**config.mk**
```make
export PLATFORM = sky130hd
export DESIGN_NAME = multicycle_control
export DESIGN_NICKNAME = d
export VERILOG_FILES = /design/src/rtl/ctrl_pkg.sv /design/src/rtl/opcode_decoder.sv /design/src/rtl/multicycle_control.sv
export SDC_FILE = /design/constraint.sdc
export NUM_CORES = 1
export LEC_CHECK = 0
export CELL_PAD_IN_SITES_DETAIL_PLACEMENT = 1
export CELL_PAD_IN_SITES_GLOBAL_PLACEMENT = 1
export CORE_MARGIN = 8
export CORE_UTILIZATION = 35
export DETAILED_ROUTE_END_ITERATION = 6
export PLACE_DENSITY = 0.76
export SYNTH_ARGS = -nofsm -noshare
export SYNTH_HDL_FRONTEND = slang
export SYNTH_HIERARCHICAL = 1
export SYNTH_SLANG_ARGS = --single-unit
```
**constraint.sdc**
```tcl
create_clock -name Clk -period 6.95 [get_ports Clk]
set_input_delay 0.695 -clock Clk [delete_from_list [all_inputs] [get_ports Clk]]
set_output_delay 0.695 -clock Clk [all_outputs]
set_load 0.05 [all_outputs]
```
**src/rtl/ctrl_pkg.sv**
```systemverilog
// Shared opcode patterns, state/class enums and ALU/sign-extend codes for the
// LEGv8 multicycle control unit.
package ctrl_pkg;

    // Opcode prefixes, MSB-aligned; the unmatched low bits belong to immediates.
    localparam logic [10:0] OP_AND  = 11'b10001010000;
    localparam logic [10:0] OP_ORR  = 11'b10101010000;
    localparam logic [10:0] OP_ADD  = 11'b10001011000;
    localparam logic [10:0] OP_SUB  = 11'b11001011000;
    localparam logic [9:0]  OP_ADDI = 10'b1001000100;
    localparam logic [9:0]  OP_SUBI = 10'b1101000100;
    localparam logic [8:0]  OP_MOVZ = 9'b110100101;
    localparam logic [5:0]  OP_B    = 6'b000101;
    localparam logic [7:0]  OP_CBZ  = 8'b10110100;
    localparam logic [10:0] OP_LDUR = 11'b11111000010;
    localparam logic [10:0] OP_STUR = 11'b11111000000;

    localparam logic [3:0] ALU_AND   = 4'b0000;
    localparam logic [3:0] ALU_ORR   = 4'b0001;
    localparam logic [3:0] ALU_ADD   = 4'b0010;
    localparam logic [3:0] ALU_SUB   = 4'b0110;
    localparam logic [3:0] ALU_PASSB = 4'b0111;
    localparam logic [3:0] ALU_MOVZ  = 4'b1000;

    localparam logic [1:0] SIGN_NONE  = 2'b00;
    localparam logic [1:0] SIGN_DADDR = 2'b01;
    localparam logic [1:0] SIGN_BR    = 2'b10;
    localparam logic [1:0] SIGN_CBR   = 2'b11;

    typedef enum logic [2:0] {
        StFetch,
        StDecode,
        StExec,
        StMem,
        StWb,
        StTrap
    } state_e;

    typedef enum logic [3:0] {
        ClsIllegal,
        ClsAnd,
        ClsOrr,
        ClsAdd,
        ClsSub,
        ClsAddi,
        ClsSubi,
        ClsMovz,
        ClsB,
        ClsCbz,
        ClsLdur,
        ClsStur
    } instr_class_e;

    function automatic logic [3:0] class_aluop(instr_class_e cls);
        case (cls)
            ClsOrr:                             return ALU_ORR;
            ClsAdd, ClsAddi, ClsLdur, ClsStur:  return ALU_ADD;
            ClsSub, ClsSubi:                    return ALU_SUB;
            ClsCbz:                             return ALU_PASSB;
            ClsMovz:                            return ALU_MOVZ;
            default:                            return ALU_AND;
        endcase
    endfunction

    function automatic logic [1:0] class_signop(instr_class_e cls);
        case (cls)
            ClsLdur, ClsStur: return SIGN_DADDR;
            ClsB:             return SIGN_BR;
            ClsCbz:           return SIGN_CBR;
            default:          return SIGN_NONE;
        endcase
    endfunction

endpackage

```
**src/rtl/opcode_decoder.sv**
```systemverilog
// Combinational LEGv8 opcode classifier with the matching ALU and sign-extend codes.
module opcode_decoder
    import ctrl_pkg::*;
#(
    parameter int unsigned OPCODE_W = 11
) (
    input  logic [OPCODE_W-1:0] opcode,
    output instr_class_e        cls,
    output logic [3:0]          aluop,
    output logic [1:0]          signop
);

    logic [10:0]  op;
    instr_class_e cls_int;

    // The LEGv8 opcode occupies the top 11 bits of the field.
    assign op = opcode[OPCODE_W-1 -: 11];

    always_comb begin
        cls_int = ClsIllegal;
        if (op == OP_AND) begin
            cls_int = ClsAnd;
        end else if (op == OP_ORR) begin
            cls_int = ClsOrr;
        end else if (op == OP_ADD) begin
            cls_int = ClsAdd;
        end else if (op == OP_SUB) begin
            cls_int = ClsSub;
        end else if (op[10:1] == OP_ADDI) begin
            cls_int = ClsAddi;
        end else if (op[10:1] == OP_SUBI) begin
            cls_int = ClsSubi;
        end else if (op[10:2] == OP_MOVZ) begin
            cls_int = ClsMovz;
        end else if (op[10:5] == OP_B) begin
            cls_int = ClsB;
        end else if (op[10:3] == OP_CBZ) begin
            cls_int = ClsCbz;
        end else if (op == OP_LDUR) begin
            cls_int = ClsLdur;
        end else if (op == OP_STUR) begin
            cls_int = ClsStur;
        end
    end

    assign cls    = cls_int;
    assign aluop  = class_aluop(cls_int);
    assign signop = class_signop(cls_int);

endmodule

```
**src/rtl/multicycle_control.sv**
```systemverilog
// Multicycle LEGv8 control FSM: fetch/decode/exec/mem/writeback with handshake
// timeouts, a sticky trap state and a retired-instruction counter.
module multicycle_control
    import ctrl_pkg::*;
#(
    parameter int unsigned OPCODE_W    = 11,
    parameter int unsigned ALUOP_W     = 4,
    parameter int unsigned MEM_TIMEOUT = 16,
    parameter int unsigned CNT_W       = 32
) (
    input  logic                Clk,
    input  logic                Reset,
    input  logic [OPCODE_W-1:0] opcode,
    output logic                imem_req,
    input  logic                imem_ready,
    output logic                dmem_req,
    input  logic                dmem_ready,
    output logic                ir_write,
    output logic                pc_write,
    output logic                reg2loc,
    output logic                alusrc,
    output logic                mem2reg,
    output logic                regwrite,
    output logic                memread,
    output logic                memwrite,
    output logic                branch,
    output logic                uncond_branch,
    output logic [ALUOP_W-1:0]  aluop,
    output logic [1:0]          signop,
    output logic                error,
    output logic [CNT_W-1:0]    retired
);

    localparam int unsigned       WAIT_W    = (MEM_TIMEOUT > 1) ? $clog2(MEM_TIMEOUT) : 1;
    localparam logic [WAIT_W-1:0] WAIT_LAST = WAIT_W'(MEM_TIMEOUT - 1);

    state_e              state_q, state_d;
    instr_class_e        cls_q, cls_d;
    logic [OPCODE_W-1:0] opcode_q, opcode_d;
    logic [WAIT_W-1:0]   wait_q, wait_d;
    logic [CNT_W-1:0]    retired_q, retired_d;

    logic [OPCODE_W-1:0] dec_opcode;
    instr_class_e        dec_cls;
    logic [3:0]          dec_aluop;
    logic [1:0]          dec_signop;
    logic                timeout;

    // Live opcode is classified in DECODE; afterwards the latched copy drives the decoder.
    assign dec_opcode = (state_q == StDecode) ? opcode : opcode_q;

    opcode_decoder #(
        .OPCODE_W(OPCODE_W)
    ) u_decoder (
        .opcode(dec_opcode),
        .cls   (dec_cls),
        .aluop (dec_aluop),
        .signop(dec_signop)
    );

    // wait_q holds the number of ready-less cycles already spent in this handshake.
    assign timeout = (MEM_TIMEOUT != 0) && (wait_q == WAIT_LAST);

    always_comb begin
        state_d   = state_q;
        cls_d     = cls_q;
        opcode_d  = opcode_q;
        wait_d    = '0;
        retired_d = retired_q;
        unique case (state_q)
            StFetch: begin
                if (imem_ready) begin
                    state_d = StDecode;
                end else if (timeout) begin
                    state_d = StTrap;
                end else begin
                    wait_d = wait_q + 1'b1;
                end
            end
            StDecode: begin
                opcode_d = opcode;
                cls_d    = dec_cls;
                state_d  = (dec_cls == ClsIllegal) ? StTrap : StExec;
            end
            StExec: begin
                if (cls_q == ClsB || cls_q == ClsCbz) begin
                    state_d   = StFetch;
                    retired_d = retired_q + 1'b1;
                end else if (cls_q == ClsLdur || cls_q == ClsStur) begin
                    state_d = StMem;
                end else begin
                    state_d = StWb;
                end
            end
            StMem: begin
                if (dmem_ready) begin
                    if (cls_q == ClsLdur) begin
                        state_d = StWb;
                    end else begin
                        state_d   = StFetch;
                        retired_d = retired_q + 1'b1;
                    end
                end else if (timeout) begin
                    state_d = StTrap;
                end else begin
                    wait_d = wait_q + 1'b1;
                end
            end
            StWb: begin
                state_d   = StFetch;
                retired_d = retired_q + 1'b1;
            end
            StTrap: state_d = StTrap;
            default: state_d = StTrap;
        endcase
    end

    always_ff @(posedge Clk) begin
        if (Reset) begin
            state_q   <= StFetch;
            cls_q     <= ClsIllegal;
            opcode_q  <= '0;
            wait_q    <= '0;
            retired_q <= '0;
        end else begin
            state_q   <= state_d;
            cls_q     <= cls_d;
            opcode_q  <= opcode_d;
            wait_q    <= wait_d;
            retired_q <= retired_d;
        end
    end

    always_comb begin
        imem_req      = 1'b0;
        dmem_req      = 1'b0;
        ir_write      = 1'b0;
        pc_write      = 1'b0;
        reg2loc       = 1'b0;
        alusrc        = 1'b0;
        mem2reg       = 1'b0;
        regwrite      = 1'b0;
        memread       = 1'b0;
        memwrite      = 1'b0;
        branch        = 1'b0;
        uncond_branch = 1'b0;
        aluop         = '0;
        signop        = '0;
        error         = 1'b0;
        retired       = '0;
        if (!Reset) begin
            retired = retired_q;
            unique case (state_q)
                StFetch: begin
                    imem_req = 1'b1;
                    ir_write = imem_ready;
                end
                StExec: begin
                    aluop         = ALUOP_W'(dec_aluop);
                    signop        = dec_signop;
                    alusrc        = (cls_q == ClsAddi) || (cls_q == ClsSubi) ||
                                    (cls_q == ClsMovz) || (cls_q == ClsLdur) ||
                                    (cls_q == ClsStur);
                    reg2loc       = (cls_q == ClsCbz) || (cls_q == ClsStur);
                    branch        = (cls_q == ClsCbz);
                    uncond_branch = (cls_q == ClsB);
                    pc_write      = (cls_q == ClsCbz) || (cls_q == ClsB);
                end
                StMem: begin
                    dmem_req = 1'b1;
                    memread  = (cls_q == ClsLdur);
                    memwrite = (cls_q == ClsStur);
                    pc_write = dmem_ready && (cls_q == ClsStur);
                end
                StWb: begin
                    regwrite = 1'b1;
                    mem2reg  = (cls_q == ClsLdur);
                    pc_write = 1'b1;
                end
                StTrap: error = 1'b1;
                default: ;
            endcase
        end
    end

endmodule

```
==> impl_metrics.csv, run 1 <==
group,metric,value,unit
sta,setup_viol,0,
sta,fin_setup_tns,0,ns
yosys,synth_edf_count,0,
cts,cts_buffers,5,
final_layout,drive_gt1_share,8.83,%
global_route,met3_usage,4.51,%
global_route,grt_max_degree,86,
global_route,grt_pass1_wl,14800,µm
sta,holdWs,0.480,ns
worst_setup_path,crit_required,6.25,ns
sta,maxSlewViolCount,0,
final_layout,fin_nets,469,
cts,htreeDepth,2,
cts,root_buffer,"clkbuf_8",
yosys,seq_area_frac_synth,33.3,%
yosys,synth_area,3250,µm²
cts,cts_setup_buffers,0,
yosys,synth_ff_type,"dfxtp_1",
worst_setup_path,cp_max_fo,19,
global_route,gr-usage-met2,23.8,%
worst_setup_path,crit_slowest_cell,"clkdlybuf4s50_1",
routing,viasPerCell,5.32,
yosys,syn_nets,415,
worst_setup_path,worstPathArrival,4.06,ns
worst_setup_path,start_kind,"register",
cts,cts_resized,0,
place,portBuffers,65,
outcome,status,"finished, final reports clean",
routing,antenna_left,0,
final_layout,seqCellArea,1080,µm²
power,irDropWorstVdd,0.0810,mV
floorplanning,fp.dieArea,12600,µm²
sta,fin_crit,4.76,ns
routing,drc_errors,0,
final_layout,multi_input_area,2040,µm²
worst_setup_path,crit_type,"reg -> out",
power,p_per_area,147,nW/µm²
final_layout,nFillCells,1123,
flow_run,maxCapViolations,0,
floorplanning,fp.dieH,112,µm
routing,drtIter0Drc,112,
cts,clkSinkCount,54,
yosys,yosysUniqueCellTypes,64,
cts,hold_buffers,0,
yosys,ys_warn_count,6,
place,hpwl,6410,µm
sta,final_hold_viol_count,0,
sta,slew_headroom,44.2,%
final_layout,area_delta_synth_final,25.2,%
worst_setup_path,crit_path_start,"state_q[1]",
global_route,grt.busiest_layer,"met2",
sta,worst_pin_slew,0.836,ns
worst_hold_path,hold_path.class,"reg -> reg",
sta,fmax,210,MHz
floorplanning,fp.dieW,112,µm
power,p_leak,1.34,nW
routing,num_vias,3001,
global_route,grt_usage,13.9,%
worst_setup_path,cp_cell_sequence,"nand2b_1 > nor2_1 > buf_4 > mux2_2 > or2_4 > nor4b_4 > a31oi_1 > o211a_1 > nor4bb_1 > nor3_2 > and2_1 > clkdlybuf4s50_1",
worst_hold_path,hp-start,"wait_q[0]",
cts,clkTransAtPathRegs,0.10,ns
global_route,antenna_found_initial,0,
worst_setup_path,cpPeakStageDelay,0.80,ns
floorplanning,ios,66,
yosys,async_reset_ff_share,0,%
cts,ctsLongestPathBuffers,2,
worst_setup_path,endpoint_kind,"output port",
sta,rsz0062_at_grt,"no",
sta,fin_crit_sh,68.5,%
cts,cts_tree,"done",
floorplanning,rows,35,
final_layout,insertedDiodeCount,0,
sta,skew,0.00618,ns
yosys,yosys_register_bits,54,
worst_setup_path,rrSetupSlack,3.48,ns
routing,wl,8660,µm
final_layout,fin_util,44.6,%
routing,firstDrtPassIters,4,
floorplanning,initial_core_util,35.6,%
routing,routedWlPerCell,15.4,µm
global_route,grt_use_met1,16.6,%
power,power,0.598,mW
place,gp_congestion,0.840,
floorplanning,coreArea,9110,µm²
global_route,grt_overflow,0,
worst_setup_path,rr_startpoint,"state_q[1]",
cts,clock_latency,0.30,ns
global_route,grt_pass1_vias,3105,
yosys,postSynthAreaPerCell,8.16,µm²
yosys,synthCells,398,
[per-stage QoR]
stage,setup WS (ns),instances,area [µm²]
2_1_floorplan,2.90,398,3250
3_3_place_gp,2.64,556,3970
3_5_place_dp,2.56,556,3970
4_1_cts,2.17,564,4060
5_1_grt,1.96,564,4060
6_report,2.19,564,4060
[state kept, by name, summed over array words and instances (netlist names)]
| name | cells |
|---|---|
| state_q | 3 |
| retired_q | 32 |
| wait_q | 4 |
| cls_q | 4 |
| opcode_q | 11 |
[area by class of cell]
cell class                      instances  share of cell area, %
Timing Repair Buffer                   69                   16.6
Inverter                               10                  0.924
Sequential cell                        54                   26.6
Clock inverter                          1                  0.123
Clock buffer                            7                   2.12
Multi-Input combinational cell        312                   50.2
Tap cell                              111                   3.42
[power breakdown]
group          total [mW]  switching (mW)  internal, mW  leakage [nW]
Clock               0.185           0.104        0.0808        0.0482
Sequential          0.322         0.00615         0.316         0.437
Combinational      0.0908          0.0532        0.0376         0.858
Total               0.598           0.163         0.435          1.34
[per-layer routing]
metal	vias to the layer above	share of wire (%)	routed length, µm
met1	1446	46	4020
met3	2	4.5	390
met4	0	0.42	36
met2	38	49	4220
li1	1515	-	-
met5	-	0	0
[cell usage in the layout, fill, tap and decap left out, types with 4 or more instances in the layout]
cell and instances:
o31ai_1 5, or3_1 6, mux2i_1 5, nand2_1 26, a21oi_1 21, nand4_1 7
nor3_1 8, a2111oi_0 7, and2_1 10, nor2b_1 44, nor3b_1 4, nor2_1 48
nand3_1 10, and3_1 4, inv_1 10, clkbuf_8 6, nand2b_1 5, mux2_2 13
dfxtp_1 54, buf_4 4, xor2_1 6, o21ai_0 11, a211oi_1 5, clkdlybuf4s50_1 64
xnor2_1 15, or4_1 5
[cells in the mapped netlist (all sizes together), types with 3 or more instances]
master	number	area [µm²]
o31ai	5	37.5
nand3	10	50.1
nor2b	44	275
a21oi	21	105
nand4	8	56.3
nand2b	5	31.3
xnor2	15	131
nor3	10	60.1
a2111oi	7	61.3
xor2	6	52.6
nand3b	3	26.3
or3	6	37.5
nor3b	6	55.1
o21ai	13	65.1
clkbuf	16	61.3
nor4	4	31.3
nand2	26	97.6
inv	10	37.5
dfxtp	54	1080
and3	4	25.0
buf	6	27.5
mux2i	5	50.1
a211oi	5	37.5
and2	11	68.8
mux2	13	146
or4	6	48.8
nor2	48	180
and4	3	26.3
[critical path: cells and delay by family, from the launching register on]
kind / cells / cell delay, ns
buf+inv: 2 / 1.06
flops: 1 / 0.49
mux: 1 / 0.41
simple gates: 7 / 1.40
compound gates: 2 / 0.40
[final timing paths]
| check | endpoint | cells after the start |
|---|---|---|
| setup / recovery | aluop[1] | 12 |
| hold / removal | wait_q[0] | 1 |
| setup reg to reg | state_q[0] | 15 |
| hold reg to reg | wait_q[0] | 1 |
[logic make-up (layout without fill, tap and decap cells)]
family	count (synthesis)	after routing	share of synthesized area [%]
compound gates	66	66	13.8
xor+xnor	21	21	5.66
fa+ha+maj	2	2	0.771
buf+inv	32	87	3.89
flops	54	54	33.3
mux	18	18	6.05
simple gates	205	205	36.5
No activity file was read; power rests on OpenSTA's default activity.
==> inputs of run 2 (changes only) <==
--- a/config.mk
+++ b/config.mk
@@ -8,9 +8,9 @@
 export CELL_PAD_IN_SITES_DETAIL_PLACEMENT = 1
 export CELL_PAD_IN_SITES_GLOBAL_PLACEMENT = 1
 export CORE_MARGIN = 8
-export CORE_UTILIZATION = 35
+export CORE_UTILIZATION = 34
 export DETAILED_ROUTE_END_ITERATION = 6
-export PLACE_DENSITY = 0.76
+export PLACE_DENSITY = 0.77
 export SYNTH_ARGS = -nofsm -noshare
 export SYNTH_HDL_FRONTEND = slang
 export SYNTH_HIERARCHICAL = 1
==> constraint.sdc (replaced) <==
create_clock -name Clk -period 4.29 [get_ports Clk]
set_input_delay 0.429 -clock Clk [delete_from_list [all_inputs] [get_ports Clk]]
set_output_delay 0.429 -clock Clk [all_outputs]
set_load 0.05 [all_outputs]
==> impl_metrics.csv, run 2 (synthesis gave the netlist of run 1 again) <==
group,metric,value,unit
outcome,status,"finished, final reports clean",
worst_setup_path,crit_type,"reg -> out",
worst_setup_path,crit_required,3.86,ns
global_route,grt_overflow,0,
final_layout,fin_nets,470,
cts,root_buffer,"clkbuf_8",
power,p_int,0.686,mW
power,p_per_area,229,nW/µm²
routing,antenna_left,0,
worst_setup_path,r2r_end,"state_q[0]",
cts,cts_resized,0,
cts,hold_buffers,0,
place,gp_congestion,0.827,
cts,clkTransAtPathRegs,0.10,ns
floorplanning,fp.dieW,114,µm
cts,ctsLongestPathBuffers,2,
routing,drtIter0Drc,115,
sta,setup_viol,0,
power,irDropWorstVdd,0.145,mV
final_layout,area_delta_synth_final,26.8,%
sta,maxSlewViolCount,0,
sta,fin_crit,3.88,ns
final_layout,final_cell_mix,"59 x clkdlybuf4s50_1, 54 x dfxtp_1, 48 x nor2_1, 44 x nor2b_1, 26 x nand2_1",
sta,skew,0.00563,ns
final_layout,reg.largest.list,"retired_q (32), opcode_q (11)",
worst_hold_path,hold_path.class,"reg -> reg",
cts,clkSinkCount,54,
worst_setup_path,endpoint_kind,"output port",
floorplanning,fp.dieH,114,µm
power,p_switching,0.256,mW
floorplanning,ios,66,
place,portBuffers,65,
worst_setup_path,cp_cell_sequence,"nand2b_1 > nor2_1 > buf_4 > mux2_2 > or2_4 > nor4b_4 > a31oi_1 > o211a_1 > nor4bb_1 > nor3_2 > and2_1 > buf_12",
cts,cts_setup_buffers,0,
place,hpwl,6490,µm
floorplanning,coreArea,9240,µm²
worst_setup_path,r2r_cells,15,
worst_setup_path,crit_slowest_cell,"dfxtp_1",
routing,firstDrtPassIters,4,
worst_hold_path,hp-start,"wait_q[0]",
final_layout,largest_reg_flops,32,
cts,cts_tree,"done",
sta,fin_crit_sh,90.4,%
routing,wl,8830,µm
worst_setup_path,start_kind,"register",
routing,routedWlPerCell,15.2,µm
power,p_leak,1.36,nW
cts,clock_latency,0.30,ns
power,pwr-share-comb,15.5,%
sta,fin_setup_tns,0,ns
power,seqPwrFrac,55.5,%
sta,fmax,258,MHz
floorplanning,rows,35,
worst_setup_path,cp_max_fo,19,
global_route,grt_pass1_wl,15000,µm
final_layout,nFillCells,1140,
routing,num_vias,3014,
global_route,grt_pass1_vias,3151,
worst_hold_path,hold_depth,1,
sta,slew_headroom,44.7,%
global_route,antenna_found_initial,0,
routing,drc_errors,0,
cts,htreeDepth,2,
global_route,grt_usage,13.5,%
worst_setup_path,cp_top_family,"simple AND/OR/NAND/NOR gates",
sta,final_hold_viol_count,0,
worst_setup_path,rrSetupSlack,0.93,ns
sta,worst_pin_slew,0.829,ns
worst_setup_path,crit_cells,12,
power,power,0.942,mW
worst_setup_path,critical_path_buf_inv_count,2,
routing,viasPerCell,5.18,
worst_setup_path,cpPeakStageDelay,0.49,ns
power,p_sw_share,27.1,%
floorplanning,initial_core_util,35.1,%
worst_setup_path,rr_startpoint,"state_q[1]",
worst_hold_path,min_to,"wait_q[0]",
cts,cts_buffers,5,
final_layout,drive_gt1_share,9.71,%
power,pwr-share-clk,29.0,%
final_layout,insertedDiodeCount,0,
sta,rsz0062_at_grt,"no",
final_layout,final_common_cell,"clkdlybuf4s50_1",
worst_setup_path,worstPathArrival,3.45,ns
flow_run,maxCapViolations,0,
final_layout,top_register,"retired_q",
floorplanning,fp.dieArea,12900,µm²
global_route,grt_max_degree,85,
==> run 2: changes by cell type in the layout (fill, tap and decap cells not counted) <==
cell / delta
buf_12: +4
buf_4: +2
clkinv_2: -1
clkbuf_1: +1
clkdlybuf4s50_1: -5
clkbuf_8: -1
==> run 2: worst register-to-register path: stages, from the launching register on <==
cell	delay, ns
dfxtp_1	0.49
nand2b_1	0.25
nor2_1	0.11
buf_4	0.24
mux2_2	0.41
or2_4	0.27
nor4b_4	0.31
a31oi_1	0.15
o211ai_2	0.24
a21oi_1	0.10
inv_1	0.09
nor4_1	0.06
nor2_1	0.17
a21oi_1	0.06
o21ai_0	0.18
a21oi_1	0.08
==> run 2: worst max path at each step <==
stage          startpoint       end  slack (ns)
6_report       state_q[1]  aluop[1]        0.41
5_1_grt        state_q[0]  aluop[1]        0.11
4_1_cts        state_q[0]  aluop[1]        0.38
3_5_place_dp   state_q[1]  aluop[1]        0.73
3_3_place_gp   state_q[1]  aluop[1]        0.86
2_1_floorplan  state_q[1]  aluop[1]        0.51
==> run 2: power groups by stage <==
stage / clock network (mW) / logic (mW) / registers, mW
floorplan: 0 / 0.111 / 0.528
global placement: 0 / 0.142 / 0.533
detailed placement: 0 / 0.146 / 0.534
CTS: 0.288 / 0.147 / 0.523
global route: 0.305 / 0.159 / 0.525
finish: 0.273 / 0.146 / 0.523
==> run 2: area by class of cell <==
cell class	instances	area, µm²	share of cell area (%)
multi-input combinational	312	2040	49.5
inverter	10	37.5	0.912
sequential	54	1080	26.3
tap	129	161	3.92
clock buffer	7	76.3	1.85
timing repair buffer	70	721	17.5
==> run 2: stage by stage <==
stage,instances,hold slack (ns),area [µm²],worst slack [ns],utilization (%)
finish,582,0.465,4120,0.410,44.5
global route,582,0.488,4120,0.115,44.5
CTS,582,0.459,4120,0.383,44.5
detailed placement,575,0.459,4040,0.726,43.7
global placement,575,0.446,4040,0.859,43.7
floorplan,398,0.432,3250,0.510,-
==> run 2: metal layers <==
layer  vias to the layer above  routed length (µm)  GRT usage [%]
li1                       1503                   -              -
met5                         -                   0              0
met3                         2                 478           3.70
met4                         0                  36           2.58
met2                        56                4320           24.4
met1                      1453                4000           15.7
